## config.mk

```make
export PLATFORM = sky130hd
export DESIGN_NAME = dac_sample_pacer
export DESIGN_NICKNAME = d
export VERILOG_FILES = /design/src/rtl/dac_sample_pacer.sv
export SDC_FILE = /design/constraint.sdc
export NUM_CORES = 1
export LEC_CHECK = 0
export BUFFER_PORTS_ARGS = -buffer_cell sky130_fd_sc_hd__buf_2
export CORE_ASPECT_RATIO = 2
export CORE_MARGIN = 2
export CORE_UTILIZATION = 44
export CTS_BUF_LIST = sky130_fd_sc_hd__clkbuf_16
export CTS_CLUSTER_DIAMETER = 50
export DETAILED_ROUTE_END_ITERATION = 10
export GPL_ROUTABILITY_DRIVEN = 0
export GPL_TIMING_DRIVEN = 0
export HOLD_SLACK_MARGIN = 0.02
export PLACE_DENSITY = 0.62
export SETUP_SLACK_MARGIN = 0.1
export SYNTH_ARGS = -nofsm -noshare
export SYNTH_HDL_FRONTEND = slang
export SYNTH_SLANG_ARGS = --single-unit
```

## constraint.sdc

```tcl
create_clock -name s00_axis_aclk -period 3.1 [get_ports s00_axis_aclk]
set_input_delay 0.155 -clock s00_axis_aclk [delete_from_list [all_inputs] [get_ports s00_axis_aclk]]
set_output_delay 0.155 -clock s00_axis_aclk [all_outputs]
set_load 0.01 [all_outputs]
```

## src/rtl/dac_sample_pacer.sv

```systemverilog
// dac_sample_pacer: buffers AXI-Stream DAC samples in a small FIFO and
// releases one sample every CLK_DIV clocks, substituting midscale on underflow.
module dac_sample_pacer #(
    parameter int         C_S00_AXIS_TDATA_WIDTH = 32,
    parameter int         FIFO_DEPTH             = 16,
    parameter int         PRIME_LEVEL            = 8,
    parameter int         CLK_DIV                = 2500,
    parameter logic [7:0] MIDSCALE               = 8'h80
) (
    input  logic                              s00_axis_aclk,
    input  logic                              s00_axis_aresetn,
    input  logic                              s00_axis_tvalid,
    input  logic [C_S00_AXIS_TDATA_WIDTH-1:0] s00_axis_tdata,
    input  logic                              s00_axis_tlast,
    output logic                              s00_axis_tready,
    input  logic                              enable,
    output logic [7:0]                        dac_data,
    output logic                              dac_strobe,
    output logic [$clog2(FIFO_DEPTH):0]       fifo_level,
    output logic [15:0]                       underflow_count,
    output logic                              running
);

    localparam int AW = $clog2(FIFO_DEPTH);
    localparam int DW = $clog2(CLK_DIV);

    localparam logic [AW:0]   LVL_FULL  = (AW+1)'(FIFO_DEPTH);
    localparam logic [AW:0]   LVL_PRIME = (AW+1)'(PRIME_LEVEL);
    localparam logic [DW-1:0] DIV_LAST  = DW'(CLK_DIV - 1);

    typedef enum logic [1:0] {
        ST_IDLE,
        ST_PRIME,
        ST_RUN
    } state_t;

    state_t        state;
    logic [DW-1:0] divider;
    logic          rst_done;

    logic [7:0]    mem [FIFO_DEPTH];
    logic [AW-1:0] wr_ptr;
    logic [AW-1:0] rd_ptr;

    logic          push;
    logic          pop;
    logic          tick;
    logic          fifo_empty;

    // tlast and the upper data bits carry nothing for this block
    logic unused_axis;
    assign unused_axis = ^{s00_axis_tlast,
                           s00_axis_tdata[C_S00_AXIS_TDATA_WIDTH-1:8]};

    // tready stays low for one cycle after reset release
    assign s00_axis_tready = rst_done && (fifo_level != LVL_FULL);
    assign push            = s00_axis_tvalid && s00_axis_tready;
    assign fifo_empty      = (fifo_level == '0);

    // a tick only exists in RUN; disabling on a tick cycle wins over the pop
    assign tick = (state == ST_RUN) && (divider == DIV_LAST);
    assign pop  = tick && enable && !fifo_empty;

    // one-cycle post-reset hold-off for the input handshake
    always_ff @(posedge s00_axis_aclk) begin
        if (!s00_axis_aresetn) begin
            rst_done <= 1'b0;
        end else begin
            rst_done <= 1'b1;
        end
    end

    // sample storage; contents are don't-care until written
    always_ff @(posedge s00_axis_aclk) begin
        if (push) begin
            mem[wr_ptr] <= s00_axis_tdata[7:0];
        end
    end

    // FIFO pointers wrap naturally at the power-of-two depth
    always_ff @(posedge s00_axis_aclk) begin
        if (!s00_axis_aresetn) begin
            wr_ptr     <= '0;
            rd_ptr     <= '0;
            fifo_level <= '0;
        end else begin
            if (push) begin
                wr_ptr <= wr_ptr + 1'b1;
            end
            if (pop) begin
                rd_ptr <= rd_ptr + 1'b1;
            end
            unique case ({push, pop})
                2'b10:   fifo_level <= fifo_level + 1'b1;
                2'b01:   fifo_level <= fifo_level - 1'b1;
                default: fifo_level <= fifo_level;
            endcase
        end
    end

    // pacing FSM: owns the divider and every registered DAC-side output
    always_ff @(posedge s00_axis_aclk) begin
        if (!s00_axis_aresetn) begin
            state           <= ST_IDLE;
            divider         <= '0;
            dac_data        <= MIDSCALE;
            dac_strobe      <= 1'b0;
            underflow_count <= '0;
            running         <= 1'b0;
        end else begin
            dac_strobe <= 1'b0;
            unique case (state)
                ST_IDLE: begin
                    divider  <= '0;
                    running  <= 1'b0;
                    dac_data <= MIDSCALE;
                    if (enable) begin
                        state <= ST_PRIME;
                    end
                end
                ST_PRIME: begin
                    divider <= '0;
                    if (!enable) begin
                        state      <= ST_IDLE;
                        running    <= 1'b0;
                        dac_data   <= MIDSCALE;
                        dac_strobe <= (dac_data != MIDSCALE);
                    end else if (fifo_level >= LVL_PRIME) begin
                        state   <= ST_RUN;
                        running <= 1'b1;
                    end
                end
                ST_RUN: begin
                    if (!enable) begin
                        state      <= ST_IDLE;
                        running    <= 1'b0;
                        divider    <= '0;
                        dac_data   <= MIDSCALE;
                        dac_strobe <= (dac_data != MIDSCALE);
                    end else if (tick) begin
                        divider    <= '0;
                        dac_strobe <= 1'b1;
                        if (fifo_empty) begin
                            // starved: emit midscale and wait to re-prime
                            dac_data <= MIDSCALE;
                            state    <= ST_PRIME;
                            running  <= 1'b0;
                            if (underflow_count != 16'hFFFF) begin
                                underflow_count <= underflow_count + 16'd1;
                            end
                        end else begin
                            dac_data <= mem[rd_ptr];
                        end
                    end else begin
                        divider <= divider + 1'b1;
                    end
                end
                default: begin
                    state   <= ST_IDLE;
                    running <= 1'b0;
                    divider <= '0;
                end
            endcase
        end
    end

endmodule
```

==> results.cfg, run 1 <==
[status]
status = completed

[cells_and_area]
num_antenna_cells = 0
layout.cells.non_filler = 816
nNetsFinal = 644
drive_gt1_share_pct = 26.07
syn_to_final_growth_pct = 16.37

[run]
maxCapViolCount = 0

[yosys]
synth-simple-area-share_pct = 9.948
yosysTopAreaCellShare_pct = 49.93
synth_top_family_by_area = multiplexers
synth-edff-count = 128
async_flop_share_pct = 0
synth_ff_type = edfxtp_1
synth_area_sq_um = 7697
muxShareOfSynthArea_pct = 13.12
synth.avg_cell_area_sq_um = 14.80
synth_commonest_cells = edfxtp_1 (128), dfxtp_1 (58), nor2_1 (45)
synth.distinct_cells = 48
synth_nets = 571
synth_cells = 520
yosysTopAreaCell = edfxtp_1
synth-seq-cells = 186
synth_most_common_cell = edfxtp_1
ys_warn_count = 0
synth_xor_area_share_pct = 2.276
synth.area.top_cells = edfxtp_1 (50%), dfxtp_1 (15%), mux4_2 (11%)
synth-seq-area-share_pct = 65.02
synth_compound_area_share_pct = 5.169
post_synth_fa_ha_maj_area_fraction_pct = 2.276

[timing]
setup_viol = 0
slew-limit-headroom_pct = 14.75
fin_crit_ns = 2.893
fin_crit_sh_pct = 93.31
worst_slack_ns = 0.2074
slew_violations = 0
finClkSkew_ns = 0.01281
rsz0062_at_grt = true
fmax_mhz = 345.7
hold_violations = 0
tightestPinTransition_ns = 1.261

[drt]
wl_met1_mm = 5.756
wirelength_mm = 17.04
wl_per_cell_microns = 20.88
met2WireLength_mm = 10.46
vias_per_cell = 5.652
vias = 4612
wl_met3_microns = 525
drc = 0
dr.pass1.iters = 4
drt_iter0_markers = 249
top_layer = met4
ant_nets = 0

[worst_setup_path]
crit_arrival_ns = 3.25
r2r_setup_slack_ns = 0.21
path_cells = inv_4, ha_4, nor4bb_4, nand4_1, clkbuf_8, nor2_4, buf_8, ha_4, buf_8, xor2_1, ha_2, a31oi_1, o22ai_1, nand2b_1, o211ai_1, mux2i_1
cp-startpoint = state[0]
cpLargestDelayFamily = simple AND/OR/NAND/NOR gates
worst_path_largest_cell_delay_ns = 0.35
reg2regPathDepth = 16
required_ns = 3.46
r2r-end = fifo_level[4]
cp.depth = 16
endpoint_kind = register
critical_path.endpoint = fifo_level[4]
cp-start-kind = register
worst_path_max_delay_cell = dfxtp_4
reg2reg_from = state[0]
path_buf_inv = 4
critPathKind = register to register
crit_fanout = 8

[cts]
clk_path_buf_depth = 2
cts.htree.levels = 4
cts.clk_slew.worst_paths_ns = 0.07
cts_made_buffers = 17
cts_tree = yes
clock_sinks = 186
clock_latency_ns = 0.43
clock-root-buffer = clkbuf_16

[power]
ir_worst_vdd_mv = 0.3242
p_total_mw = 4.882
power_density_nw_per_um2 = 545.0
leakagePower_nw = 3.014

[placed_design]
numPlacedInstances = 772
dp_hpwl_mm = 12.29
io_buffers = 42
place_ws_ns = -0.5480

[global_route]
grt_max_degree = 17
grt_antenna_before_repair = 0
grt_overflow = 0
first_global_vias = 4827
grt_pass1_wl_mm = 26.57
grt_usage_pct = 19.14

[floorplan]
dieArea_sq_um = 18630
die_w_microns = 97.53
ios = 69
initial_core_util_pct = 44.79
rows = 68
fp.coreArea_sq_um = 17190
chipHeight_microns = 191.1

[min_path]
hold_path.class = input pin to register
-- worst min-delay path by stage --
stage | from | end | slack, ns | cells after the start
after floorplan | s00_axis_aresetn | rst_done | 0.18 | 0
after detailed placement | s00_axis_aresetn | rst_done | 0.37 | 1
after global placement | s00_axis_aresetn | rst_done | 0.37 | 1
after global routing | s00_axis_tdata[7] | mem[15][7] | 0.09 | 1
final | s00_axis_tdata[7] | mem[15][7] | 0.10 | 1
after CTS | s00_axis_tdata[7] | mem[15][7] | 0.09 | 1
-- state kept, by name, summed over array words and instances (netlist names), named ones only --
name	cells
rst_done	1
dac_strobe	1
underflow_count	16
fifo_level	5
running	1
divider	12
rd_ptr	4
state	2
dac_data	8
wr_ptr	4
mem	128
-- layout by cell type (no fill, tap or decap), types with 5 or more instances in the layout --
cell	n
a21oi_1	19
a32o_1	7
and3_1	5
buf_2	45
buf_4	12
clkbuf_1	13
clkbuf_16	17
dfxtp_1	54
edfxtp_1	128
ha_1	10
inv_1	13
mux2i_1	12
mux4_2	39
nand2_1	25
nand2b_1	11
nand3_1	17
nand4_1	8
nor2_1	43
o21ai_0	15
or3_1	5
xnor2_1	9
xor2_1	11
-- power breakdown --
group / switching [mW] / total (mW) / internal (mW)
logic: 0.114 / 0.179 / 0.0649
clock network: 0.922 / 2.02 / 1.10
registers: 0.0126 / 2.68 / 2.67
-- worst register-to-register path: stages, from the launching register on --
cell and delay [ns]:
dfxtp_4 0.35, inv_4 0.06, ha_4 0.15, nor4bb_4 0.21
nand4_1 0.20, clkbuf_8 0.22, nor2_4 0.13, buf_8 0.12
ha_4 0.14, buf_8 0.12, xor2_1 0.15, ha_2 0.24
a31oi_1 0.10, o22ai_1 0.20, nand2b_1 0.08, o211ai_1 0.14
mux2i_1 0.23
-- metrics by stage --
stage          hold slack, ns  setup TNS (ns)  utilization, %  instance area (sq um)
2_1_floorplan          0.1827               0               -                   7710
3_3_place_gp           0.3711         -0.7992           47.61                   8183
3_5_place_dp           0.3658          -1.106           47.73                   8203
4_1_cts               0.09176               0           51.64                   8875
5_1_grt               0.09471               0           52.12                   8957
6_report               0.1016               0           52.12                   8957
-- final cells by class --
cell class | instances | area [sq um]
clock buffers | 17 | 425.4
plain buffers | 26 | 152.6
well taps | 210 | 262.8
inverters | 14 | 55.05
fillers | 1448 | 8229
clock inverters | 15 | 123.9
flip-flops and latches | 186 | 5017
repair buffers | 54 | 302.8
multi-input cells | 294 | 2618
-- metal layers --
metal | global-route usage [%] | up-vias
li1 | - | 2142
met5 | 0 | -
met4 | 6.784 | 0
met2 | 38.78 | 93
met1 | 18.42 | 2357
met3 | 4.132 | 20
-- kinds of logic (layout without fill, tap and decap cells) --
logic type | Yosys count | after routing
xor gates and xnor gates | 20 | 20
buffers and inverters | 40 | 126
adders and majority gates | 14 | 14
and+or+nand+nor | 148 | 148
DFF | 186 | 186
muxes | 52 | 52
AOI/OAI and AO/OA | 60 | 60
-- what timing repair did --
item	in CTS	in global routing
endpoints found under the hold margin	1	0
hold buffers	1	0
buffers inserted	4	7
setup endpoints to repair	4	2
resized for setup	20	13
pin swaps	2	7
No activity file was read; power rests on OpenSTA's default activity.
==> run 2, diff against run 1 <==
--- a/config.mk
+++ b/config.mk
@@ -16,6 +16,7 @@
 export GPL_TIMING_DRIVEN = 0
 export HOLD_SLACK_MARGIN = 0.02
 export PLACE_DENSITY = 0.62
+export RECOVER_POWER = 100
 export SETUP_SLACK_MARGIN = 0.1
 export SYNTH_ARGS = -nofsm -noshare
 export SYNTH_HDL_FRONTEND = slang
==> results.cfg, run 2 (synthesis gave the netlist of run 1 again) <==
[timing]
slew-limit-headroom_pct = -2.448
setup_viol = 0
slew_violations = 11
fin_crit_sh_pct = 93.23
worst_slack_ns = 0.2098
finClkSkew_ns = 0.01233
fmax_mhz = 346.0
rsz0062_at_grt = true
fin_crit_ns = 2.890
hold_violations = 0
whs_ns = 0.1393
tightestPinTransition_ns = 1.525

[global_route]
grt_max_degree = 17
first_global_vias = 4827
grt_pass1_wl_mm = 26.57
grt_overflow = 0
grt_antenna_before_repair = 0
grt_usage_pct = 19.14

[worst_setup_path]
critPathKind = register to register
endpoint_kind = register
cp-start-kind = register
reg2reg_from = state[0]
crit_arrival_ns = 3.25
cp-startpoint = state[0]
reg2regPathDepth = 16
required_ns = 3.46
r2r_setup_slack_ns = 0.21
crit_fanout = 8
critical_path.endpoint = fifo_level[4]
r2r-end = fifo_level[4]

[floorplan]
dieArea_sq_um = 18630
initial_core_util_pct = 44.79
fp.coreArea_sq_um = 17190
ios = 69
rows = 68
chipHeight_microns = 191.1
die_w_microns = 97.53

[cells_and_area]
nFillCells = 1474
drive_gt1_share_pct = 17.66
num_antenna_cells = 0
layout_common_cells = edfxtp_1 (128), clkbuf_1 (58), dfxtp_1 (55)
nNetsFinal = 644
mostFrequentLayoutCell = edfxtp_1
reg_top3 = mem: 128 flops, underflow_count: 16 flops, divider: 12 flops
largest_register_ff_count = 128
top_register = mem
syn_to_final_growth_pct = 14.99
layout.cells.non_filler = 816

[placed_design]
io_buffers = 42
numPlacedInstances = 772
place_ws_ns = -0.5480
dp_hpwl_mm = 12.29

[drt]
ant_nets = 0
vias = 4625
vias_per_cell = 5.668
drc = 0
dr.pass1.iters = 7
wirelength_mm = 17.06
drt_iter0_markers = 288
wl_per_cell_microns = 20.90

[cts]
clk_path_buf_depth = 2
cts.clk_slew.worst_paths_ns = 0.07
cts.htree.levels = 4
cts_tree = yes
clock_sinks = 186
clock_latency_ns = 0.43
cts_made_buffers = 17
clock-root-buffer = clkbuf_16

[power]
leakagePower_nw = 2.813
power_density_nw_per_um2 = 550.5
ir_worst_vdd_mv = 0.3224

[status]
status = finished with violations
violations = capacitance limit, slew limit

[run]
maxCapViolCount = 4

[min_path]
hold_path.class = input pin to register
==> run 2: changes by cell type in the layout (fill, tap and decap cells not counted), sizes merged <==
cell,before,now
buf,65,19
clkbuf,31,77
==> run 2: final cells by class <==
type                            count  area (sq um)  share of cell area, %
Clock inverter                     15         123.9                  1.399
Sequential cell                   186          5014                  56.64
Clock buffer                       17         425.4                  4.806
Multi-Input combinational cell    294          2590                  29.26
Inverter                           14         55.05                 0.6220
Timing Repair Buffer               54         245.2                  2.771
Buffer                             26         135.1                  1.527
Tap cell                          210         262.8                  2.969
==> run 2: layer usage <==
layer  GRT usage [%]  wire [microns]
met4           6.784             312
met3           4.132             526
met1           18.42            5755
met5               0               0
met2           38.78           10460
==> run 2: power by group <==
| group | switching (mW) | internal [mW] |
|---|---|---|
| sequential | 0.0127 | 2.67 |
| combinational | 0.114 | 0.0609 |
| clock | 0.918 | 1.10 |
| total | 1.04 | 3.83 |
==> run 2: how the worst min path moves through the flow <==
| stage | from | endpoint | slack (ns) | cells past startpoint |
|---|---|---|---|---|
| after global routing | enable | running | 0.15 | 3 |
| after global placement | s00_axis_aresetn | rst_done | 0.37 | 1 |
| final | enable | running | 0.14 | 3 |
| after detailed placement | s00_axis_aresetn | rst_done | 0.37 | 1 |
| after CTS | s00_axis_tdata[7] | mem[15][7] | 0.09 | 1 |
| after floorplan | s00_axis_aresetn | rst_done | 0.18 | 0 |
==> run 2: worst max-delay path, cell delays in order, from the launching register on <==
cell and delay (ns):
dfxtp_1 0.34, inv_4 0.07, ha_4 0.15, nor4bb_4 0.21
nand4_1 0.18, clkbuf_1 0.22, nor2_4 0.16, buf_8 0.11
ha_4 0.14, buf_8 0.12, xor2_1 0.14, ha_2 0.23
a31oi_1 0.10, o22ai_1 0.19, nand2b_1 0.08, o211ai_1 0.14
mux2i_1 0.23
==> run 2: what timing repair did <==
| action | 4_1_cts | 5_1_grt |
|---|---|---|
| resized for setup | 20 | 13 |
| hold endpoints to repair | 1 | 0 |
| setup endpoints to repair | 4 | 2 |
| hold buffers | 1 | 0 |
| pin swaps | 2 | 7 |
| setup buffers | 4 | 7 |
==> run 2: per-stage QoR <==
stage	total power [mW]	instance area [sq um]	utilization [%]	TNS [ns]
CTS	4.911	8875	51.64	0
finish	4.873	8851	51.50	0
global route	5.049	8851	51.50	0
global placement	2.879	8183	47.61	-0.7992
floorplan	2.821	7710	-	0
detailed placement	2.889	8203	47.73	-1.106
